$ cat config.mk
export PLATFORM = sky130hd
export DESIGN_NAME = display_timing_gen
export DESIGN_NICKNAME = d
export VERILOG_FILES = /design/src/rtl/display_timing_gen.sv
export SDC_FILE = /design/constraint.sdc
export NUM_CORES = 1
export LEC_CHECK = 0
export BUFFER_PORTS_ARGS = -buffer_cell sky130_fd_sc_hd__buf_2
export CORE_MARGIN = 2
export CORE_UTILIZATION = 50
export CTS_BUF_LIST = sky130_fd_sc_hd__clkbuf_4
export CTS_CLUSTER_SIZE = 14
export DETAILED_ROUTE_END_ITERATION = 10
export PLACE_DENSITY = 0.75
export SLEW_MARGIN = 25
export SYNTH_ARGS = -nofsm -noshare
export SYNTH_HDL_FRONTEND = slang
export SYNTH_SLANG_ARGS = --single-unit
$ cat constraint.sdc
create_clock -name clk -period 5 [get_ports clk]
set_input_delay 0.25 -clock clk [delete_from_list [all_inputs] [get_ports clk]]
set_output_delay 0.25 -clock clk [all_outputs]
set_load 0.03 [all_outputs]
$ cat src/rtl/display_timing_gen.sv
// Pixel/line/frame scan timing generator running on the system clock with a pixel-rate strobe.
// Every decoded output is registered from the next counter values, so it lines up with h_pos/v_pos.
module display_timing_gen #(
    parameter int HCOUNT_WIDTH = 10,
    parameter int VCOUNT_WIDTH = 10,
    parameter int FRAME_WIDTH  = 8,
    parameter int CLK_DIV      = 2,
    parameter int H_SYNC       = 96,
    parameter int H_BACK       = 48,
    parameter int H_VISIBLE    = 640,
    parameter int H_FRONT      = 16,
    parameter int V_SYNC       = 2,
    parameter int V_BACK       = 33,
    parameter int V_VISIBLE    = 480,
    parameter int V_FRONT      = 10,
    parameter bit H_SYNC_POL   = 1'b0,
    parameter bit V_SYNC_POL   = 1'b0
) (
    input  logic                    clk,
    input  logic                    reset,
    input  logic                    enable,
    output logic                    pix_en,
    output logic [HCOUNT_WIDTH-1:0] h_pos,
    output logic [VCOUNT_WIDTH-1:0] v_pos,
    output logic                    h_sync,
    output logic                    v_sync,
    output logic                    h_blank,
    output logic                    v_blank,
    output logic                    blank,
    output logic [HCOUNT_WIDTH-1:0] h_visible_pos,
    output logic [VCOUNT_WIDTH-1:0] v_visible_pos,
    output logic                    line_start,
    output logic                    frame_start,
    output logic [FRAME_WIDTH-1:0]  frame_count
);

    localparam int H_VIS_START   = H_SYNC + H_BACK;
    localparam int H_FRONT_START = H_VIS_START + H_VISIBLE;
    localparam int H_TOTAL       = H_FRONT_START + H_FRONT;
    localparam int V_VIS_START   = V_SYNC + V_BACK;
    localparam int V_FRONT_START = V_VIS_START + V_VISIBLE;
    localparam int V_TOTAL       = V_FRONT_START + V_FRONT;
    localparam int DIV_W         = (CLK_DIV > 1) ? $clog2(CLK_DIV) : 1;

    localparam logic [DIV_W-1:0]        DIV_LAST = DIV_W'(CLK_DIV - 1);
    localparam logic [HCOUNT_WIDTH-1:0] H_LAST   = HCOUNT_WIDTH'(H_TOTAL - 1);
    localparam logic [VCOUNT_WIDTH-1:0] V_LAST   = VCOUNT_WIDTH'(V_TOTAL - 1);
    localparam logic [HCOUNT_WIDTH-1:0] H_VS     = HCOUNT_WIDTH'(H_VIS_START);
    localparam logic [VCOUNT_WIDTH-1:0] V_VS     = VCOUNT_WIDTH'(V_VIS_START);
    // One extra bit so a boundary equal to 2^WIDTH still compares correctly.
    localparam logic [HCOUNT_WIDTH:0]   H_SYNC_X = (HCOUNT_WIDTH+1)'(H_SYNC);
    localparam logic [HCOUNT_WIDTH:0]   H_VS_X   = (HCOUNT_WIDTH+1)'(H_VIS_START);
    localparam logic [HCOUNT_WIDTH:0]   H_FS_X   = (HCOUNT_WIDTH+1)'(H_FRONT_START);
    localparam logic [VCOUNT_WIDTH:0]   V_SYNC_X = (VCOUNT_WIDTH+1)'(V_SYNC);
    localparam logic [VCOUNT_WIDTH:0]   V_VS_X   = (VCOUNT_WIDTH+1)'(V_VIS_START);
    localparam logic [VCOUNT_WIDTH:0]   V_FS_X   = (VCOUNT_WIDTH+1)'(V_FRONT_START);

    generate
        if (CLK_DIV < 1) begin : g_bad_div
            $error("CLK_DIV must be at least 1");
        end
        if (H_TOTAL > (1 << HCOUNT_WIDTH)) begin : g_bad_h
            $error("H_TOTAL does not fit in HCOUNT_WIDTH");
        end
        if (V_TOTAL > (1 << VCOUNT_WIDTH)) begin : g_bad_v
            $error("V_TOTAL does not fit in VCOUNT_WIDTH");
        end
    endgenerate

    function automatic logic h_sync_of(input logic [HCOUNT_WIDTH-1:0] p);
        return ({1'b0, p} < H_SYNC_X) ? H_SYNC_POL : ~H_SYNC_POL;
    endfunction

    function automatic logic v_sync_of(input logic [VCOUNT_WIDTH-1:0] p);
        return ({1'b0, p} < V_SYNC_X) ? V_SYNC_POL : ~V_SYNC_POL;
    endfunction

    function automatic logic h_blank_of(input logic [HCOUNT_WIDTH-1:0] p);
        return ({1'b0, p} < H_VS_X) || ({1'b0, p} >= H_FS_X);
    endfunction

    function automatic logic v_blank_of(input logic [VCOUNT_WIDTH-1:0] p);
        return ({1'b0, p} < V_VS_X) || ({1'b0, p} >= V_FS_X);
    endfunction

    logic [DIV_W-1:0]        r_div_cnt;
    logic [HCOUNT_WIDTH-1:0] r_h_pos;
    logic [VCOUNT_WIDTH-1:0] r_v_pos;
    logic [FRAME_WIDTH-1:0]  r_frame_count;
    logic                    r_pix_en, r_line_start, r_frame_start;
    logic                    r_h_sync, r_v_sync, r_h_blank, r_v_blank, r_blank;
    logic [HCOUNT_WIDTH-1:0] r_h_vis;
    logic [VCOUNT_WIDTH-1:0] r_v_vis;

    logic                    w_tick, w_h_last, w_v_last;
    logic [DIV_W-1:0]        w_div_next;
    logic [HCOUNT_WIDTH-1:0] w_h_next;
    logic [VCOUNT_WIDTH-1:0] w_v_next;
    logic [FRAME_WIDTH-1:0]  w_frame_next;

    assign w_tick   = enable && (r_div_cnt == DIV_LAST);
    assign w_h_last = (r_h_pos == H_LAST);
    assign w_v_last = (r_v_pos == V_LAST);

    always_comb begin
        w_div_next   = r_div_cnt;
        w_h_next     = r_h_pos;
        w_v_next     = r_v_pos;
        w_frame_next = r_frame_count;
        if (enable) begin
            w_div_next = w_tick ? '0 : r_div_cnt + 1'b1;
        end
        if (w_tick) begin
            if (w_h_last) begin
                w_h_next = '0;
                if (w_v_last) begin
                    w_v_next     = '0;
                    w_frame_next = r_frame_count + 1'b1;
                end else begin
                    w_v_next = r_v_pos + 1'b1;
                end
            end else begin
                w_h_next = r_h_pos + 1'b1;
            end
        end
    end

    always_ff @(posedge clk) begin
        if (reset) begin
            r_div_cnt     <= '0;
            r_h_pos       <= '0;
            r_v_pos       <= '0;
            r_frame_count <= '0;
            r_pix_en      <= 1'b0;
            r_line_start  <= 1'b0;
            r_frame_start <= 1'b0;
            r_h_sync      <= h_sync_of('0);
            r_v_sync      <= v_sync_of('0);
            r_h_blank     <= h_blank_of('0);
            r_v_blank     <= v_blank_of('0);
            r_blank       <= h_blank_of('0) | v_blank_of('0);
            r_h_vis       <= '0 - H_VS;
            r_v_vis       <= '0 - V_VS;
        end else begin
            r_div_cnt     <= w_div_next;
            r_h_pos       <= w_h_next;
            r_v_pos       <= w_v_next;
            r_frame_count <= w_frame_next;
            r_pix_en      <= w_tick;
            r_line_start  <= w_tick & w_h_last;
            r_frame_start <= w_tick & w_h_last & w_v_last;
            r_h_sync      <= h_sync_of(w_h_next);
            r_v_sync      <= v_sync_of(w_v_next);
            r_h_blank     <= h_blank_of(w_h_next);
            r_v_blank     <= v_blank_of(w_v_next);
            r_blank       <= h_blank_of(w_h_next) | v_blank_of(w_v_next);
            r_h_vis       <= w_h_next - H_VS;
            r_v_vis       <= w_v_next - V_VS;
        end
    end

    assign pix_en        = r_pix_en;
    assign h_pos         = r_h_pos;
    assign v_pos         = r_v_pos;
    assign h_sync        = r_h_sync;
    assign v_sync        = r_v_sync;
    assign h_blank       = r_h_blank;
    assign v_blank       = r_v_blank;
    assign blank         = r_blank;
    assign h_visible_pos = r_h_vis;
    assign v_visible_pos = r_v_vis;
    assign line_start    = r_line_start;
    assign frame_start   = r_frame_start;
    assign frame_count   = r_frame_count;

endmodule

======== Yosys cells after proc, flatten, opt, wreduce, memory -nomap -nowiden ========
Cells that the tools add are included.
cells by class
  $add $sub $neg .......................... 6
  magnitude comparators ................... 6
  equality and inequality tests ........... 2
  mux-type cells .......................... 8
  bitwise operators ....................... 3
  reduce and logical (&&, ||, !) cells .... 4
operators by type and width
  cell                     number
  $mux W10                 5
  $add A10 B1 Y10 const B  2
  $eq A10 B10 Y1 const B   2
  $ge A10 B10 Y1 const B   2
  $lt A10 B2 Y1 const B    1
  $lt A10 B6 Y1 const B    1
  $lt A10 B7 Y1 const B    1
  $lt A10 B8 Y1 const B    1
  $sub A10 B6 Y10 const B  1
  $sub A10 B8 Y10 const B  1
  $add A8 B1 Y8 const B    1
  $mux W1                  3
  $reduce_and A3 Y1        1
  $and A1 B1 Y1            2
  $logic_or A1 B1 Y1       2
  $add A1 B1 Y1 const B    1
  $logic_and A1 B1 Y1      1
  $or A1 B1 Y1             1
word-level totals
  register bits after elaboration ......... 57
  input port bits ......................... 3

======== Logic depth before layout (Yosys ltp) ========
  depth in word-level cells ............... 7
  gate-level depth with buffers ........... 13
  gate-level depth less buffers ........... 13

======== Worst setup path before layout ========
Ideal clock, no wire load.
  path kind ............................... register to register
  from .................................... reg r_h_pos[0], in the netlist h_pos[0]
  to ...................................... reg r_v_vis[8], in the netlist v_visible_pos[8]
  arrival time ............................ 3071 ps
  setup slack ............................. 1800 ps
  stages on the path, launching flop included .. 13
  path buffers ............................ 1
  clock period less this slack ............ 3200 ps
  cell sequence ........................... dfxtp_1 -> ha_1 -> nand4_1 -> or4_4 -> buf_6 -> a22oi_1 -> inv_1 -> ha_1 -> a31o_2 -> a211oi_1 -> o21ai_0 -> xnor2_1 -> nand2_1
on the way
  cells in the longest elaborated chain, start to end .. 4
RTL lines
  element                   RTL line  source
  start: declaration        87        logic [HCOUNT_WIDTH-1:0] r_h_pos;
  start signal: assignment  146       r_h_pos <= w_h_next;
  $eq A10 B10 Y1            102       assign w_h_last = (r_h_pos == H_LAST);
  $mux W10                  114       if (w_h_last) begin
  $mux W10                  113       if (w_tick) begin
  named net w_v_next[1]     98        logic [VCOUNT_WIDTH-1:0] w_v_next;
  $sub A10 B6 Y10           158       r_v_vis <= w_v_next - V_VS;
  end signal: assignment    143       r_v_vis <= '0 - V_VS;
  end signal: assignment    158
  end: declaration          93        logic [VCOUNT_WIDTH-1:0] r_v_vis;
The timed path passes the listed nets, and every way through them passes these cells.
A chain may end at the register's enable or synchronous reset.

======== Final worst setup path ========
  from .................................... reg r_v_pos[6], in the netlist v_pos[6]
  to ...................................... reg r_v_blank, in the netlist v_blank
on the way
  cells in the longest elaborated chain, start to end .. 6
RTL lines
  element                                          RTL line  source
  start: declaration                               88        logic [VCOUNT_WIDTH-1:0] r_v_pos;
  start signal: assignment                         147       r_v_pos <= w_v_next;
  $eq A10 B10 Y1 *                                 103       assign w_v_last = (r_v_pos == V_LAST);
  $mux W10 *                                       116       if (w_v_last) begin
  $mux W10 *                                       114
  $mux W10 *                                       113
  named net w_v_next[1]                            98
  $lt A10 B6 Y1 or $ge A10 B10 Y1 (tied branches)  83        return ({1'b0, p} < V_VS_X) || ({1'b0, p} >= V_FS_X);
  $logic_or A1 B1 Y1 *                             83
  end signal: assignment                           140       r_v_blank <= v_blank_of('0);
  end signal: assignment                           155       r_v_blank <= v_blank_of(w_v_next);
  end: declaration                                 91        logic r_h_sync, r_v_sync, r_h_blank, r_v_blank, r_blank;
The timed path passes the listed nets; every way through them passes the cells marked *.

==> impl_summary.txt <==
----------------------------------------------------
[Setup path]
  Cell count of the worst reg-to-reg path ... 11
  Worst setup slack for register-to-register paths ... 1720 ps
  Peak fanout along the critical path ... 7
  Required time of the worst setup path ... 5260 ps
  Type of the worst setup path ... reg -> reg
  CP Launch Type ... flop
  Cell with the largest stage delay on the worst path ... sky130_fd_sc_hd__or4_1
  Stage delay of the slowest cell on the critical path ... 570 ps
  Crit-path cells ... or4_1, nor4_2, nor2_1, a22oi_1, inv_1, ha_1, a31o_2, a211oi_1, nand3b_1, o2bb2ai_1, nand2_1
  Data arrival, critical path ... ~3500 ps
  Endpoint class of the critical path ... flop

[Yosys]
  Asr flop ratio synth ... 0%
  Synth Register Bits ... 53
  Net Count, Synth ... 315
  Ranking of synthesized cells by area ... sky130_fd_sc_hd__dfxtp_1 40%, sky130_fd_sc_hd__nor2_1 5.9%, sky130_fd_sc_hd__xnor2_1 5.0%, sky130_fd_sc_hd__xor2_1 5.0%, sky130_fd_sc_hd__nand2_1 4.0%
  Number of unique standard cell types used by synthesis ... 53
  Mapped Area ... 0.00262 mm²
  Post-Syn Instances ... 305
  Number of warnings printed during yosys synthesis ... 0
  Post-synthesis area per instance ... around 8.6 µm²
  Post-synth top area share ... 40.5%
  Count of flip-flops with a built-in enable after synthesis ... 0
  Cell taking the most area after synthesis ... sky130_fd_sc_hd__dfxtp_1
  Synth Flop Type ... sky130_fd_sc_hd__dfxtp_1
  Ranking of synthesized cells by instance count ... 53 x sky130_fd_sc_hd__dfxtp_1, 41 x sky130_fd_sc_hd__nor2_1, 28 x sky130_fd_sc_hd__nand2_1, 15 x sky130_fd_sc_hd__xnor2_1, 15 x sky130_fd_sc_hd__xor2_1
  Most frequent cell after synthesis ... sky130_fd_sc_hd__dfxtp_1
  Sequential area share after synthesis ... approximately two fifths

[Die]
  Initial core utilization ... 51.6%
  Number of primary I/O pins ... 59
  DIE WIDTH ... about 76 µm
  Chip height ... 76.4 µm
  Cell row count ... 26
  Die area ... between 0.005 and 0.006 mm²
  Area of the core ... 0.00507 mm²

[Place]
  Post-detailed-placement half-perimeter wirelength ... 4240 µm
  Pre-CTS WS ... ~1700 ps
  Number of placed instances, taps included ... 417
  Input/output buffers ... 58
  Final estimated routing congestion in global placement ... between 0.8 and 0.9

[Route]
  Initial DRT Pass Iterations ... 5
  Vias after detailed routing ... ~2300
  Wire length per cell ... 13.6 µm
  Initial DRC Count ... 139
  Post-DR vias/cell ... 5.41
  Wirelength, routed ... 5790 µm
  Antenna Nets Post-Route ... 0
  DRC violations left ... 0

[STA]
  Final critical-path setup slack ... 1720 ps
  Worst Hold Margin ... 188 ps
  Number of pins exceeding their max-slew limit in the final report ... 0
  Max-Slew Margin vs Limit ... 55.6%
  Final period demand of the worst path ... about 3300 ps
  Setup repair after global routing missed its margin ... no
  Max frequency ... 305 MHz
  Setup TNS ... 0 ps
  Worst Clk Skew ... 7.54 ps
  Share of the cycle needed by the critical path after routing ... 65.7%
  Endpoints failing hold ... 0
  Finish-stage setup viols ... 0
  Actual slew at the worst max-slew pin ... about 670 ps

[Clock tree]
  Number of buffers inserted for hold repair after clock tree synthesis ... 0
  Clock-pin slew reported for the worst setup and hold paths after clock tree synthesis ... 150 ps
  Number of buffers created by CTS ... 5
  Number of cells upsized or downsized after cts ... 0
  Master cell of the clock root buffer ... sky130_fd_sc_hd__clkbuf_4
  Number of clock sinks seen by CTS ... 53
  Post-CTS Setup Inserts ... 0
  TritonCTS clock tree ... built
  Buffer levels on the longest clock path ... 2
  Number of H-tree levels ... 2
  Worst-skew pair later-pin latency ... 370 ps

[Global routing]
  Antenna violations before repair ... 0
  Number of global-route vias before repair ... 2013
  First-pass GRT wire length ... 9660 µm
  Sum of overflow across all layers after global routing ... 0
  Tot GR Track Use ... approximately a fifth
  Pin count of the biggest net entering global routing ... 36

[Outcome]
  Status ... complete, no violations

[Power]
  Total power density per cell area ... 241 mW/mm²
  Leakage ... 1.30 nW
  Power, Total ... 0.723 mW
  Peak supply drop ... 0.121 mV

[Worst hold path]
  Worst min path class ... in -> reg
  Hold path cells ... 3

[Final layout]
  Fillers ... 481
  FF/Latch Area ... 0.00106 mm²
  Share of final-layout standard cells stronger than drive strength 1 ... 22.0%
  Ant diodes ... 0
  Multi-input gate area ... around 0.0014 mm²
  Area growth from synthesis to layout ... 14.4%
  Non-Filler Instances ... 425
  Nets ... 364

[Run]
  Number of maximum-capacitance constraint violations ... 0

----------------------------------------------------
## flip-flops by register name, summed over array words and instances (netlist names), 6 cells and up
| register | flops |
|---|---|
| v_visible_pos | 10 |
| v_pos | 10 |
| h_visible_pos | 6 |
| h_pos | 10 |
| frame_count | 8 |
## critical path, delay by kind of cell, from the launching register on
family	cells	cell delay, ps
simple gates	5	1350
compound gates	4	1140
flops	1	400
fa+ha+maj	1	220
buf+inv	1	80
## cells by family after synthesis
kind of cell / after synthesis / synth area share [%]
buffers and inverters: 27 / 4.73
AOI/OAI and AO/OA: 40 / 10.7
xor gates and xnor gates: 30 / 10.0
muxes: 4 / 1.53
and+or+nand+nor: 144 / 29.1
DFF: 53 / 40.5
adders and majority gates: 7 / 3.34
## power by group
group / internal [mW] / switching, mW / total, mW
registers: 0.429 / 0.00526 / 0.434
logic: 0.0160 / 0.0364 / 0.0524
clock network: 0.104 / 0.133 / 0.237
## per-stage QoR
step                      cell area [µm²]  util (%)
final                                3000      59.1
after global routing                 3000      59.1
after CTS                            3000      59.1
after detailed placement             2920      57.5
after global placement               2920      57.5
after floorplan                      2620         -
## layer usage
metal | GRT usage, % | vias up | part of all wire [%]
met3 | 4.98 | 7 | 6.1
met5 | 0 | - | 0
li1 | - | 1163 | -
met2 | 32.5 | 83 | 45
met1 | 27.7 | 1045 | 47
met4 | 6.18 | 0 | 1.3
## layout make-up
type,instances,area share [%]
Clock inverter,3,1.38
Multi-Input combinational cell,225,47.9
Inverter,10,1.25
Clock buffer,5,1.25
Sequential cell,53,35.4
Tap cell,70,2.92
Timing Repair Buffer,59,9.93
## worst paths after layout
check,startpoint,to
setup reg to reg,v_pos[6]$_SDFF_PP0_,v_blank$_SDFF_PP1_
setup / recovery,v_pos[6]$_SDFF_PP0_,v_blank$_SDFF_PP1_
hold / removal,enable,r_div_cnt$_SDFFE_PP0P_
hold reg to reg,h_pos[1]$_SDFF_PP0_,h_pos[1]$_SDFF_PP0_
## layout by cell type (no fill, tap or decap), types with 2 or more instances in the layout
cell                       synthesis  final
sky130_fd_sc_hd__buf_2             0     58
sky130_fd_sc_hd__nor2_1           41     41
sky130_fd_sc_hd__nor3_4            2      2
sky130_fd_sc_hd__or4_1             3      3
sky130_fd_sc_hd__and2_1            7      7
sky130_fd_sc_hd__a311o_1           2      2
sky130_fd_sc_hd__or2_2             2      2
sky130_fd_sc_hd__nand2_1          28     28
sky130_fd_sc_hd__nand4_1           9      9
sky130_fd_sc_hd__and3_1            6      6
sky130_fd_sc_hd__xor2_1           15     15
sky130_fd_sc_hd__inv_1            10     10
sky130_fd_sc_hd__a21oi_1           6      6
sky130_fd_sc_hd__mux2i_1           4      4
sky130_fd_sc_hd__a31o_2            3      3
sky130_fd_sc_hd__ha_1              7      7
sky130_fd_sc_hd__o211ai_1          2      2
sky130_fd_sc_hd__o21ai_0          10     10
sky130_fd_sc_hd__nand3_1          12     12
sky130_fd_sc_hd__or3_1             3      3
sky130_fd_sc_hd__nor4_1            5      5
sky130_fd_sc_hd__dfxtp_1          53     53
sky130_fd_sc_hd__clkbuf_4          0      5
sky130_fd_sc_hd__nor3_1           13     13
sky130_fd_sc_hd__xnor2_1          15     15
sky130_fd_sc_hd__o22ai_1           2      2
sky130_fd_sc_hd__nand2b_1          3      3
sky130_fd_sc_hd__and4_1            2      2
Power figures use the tool's default switching activity.
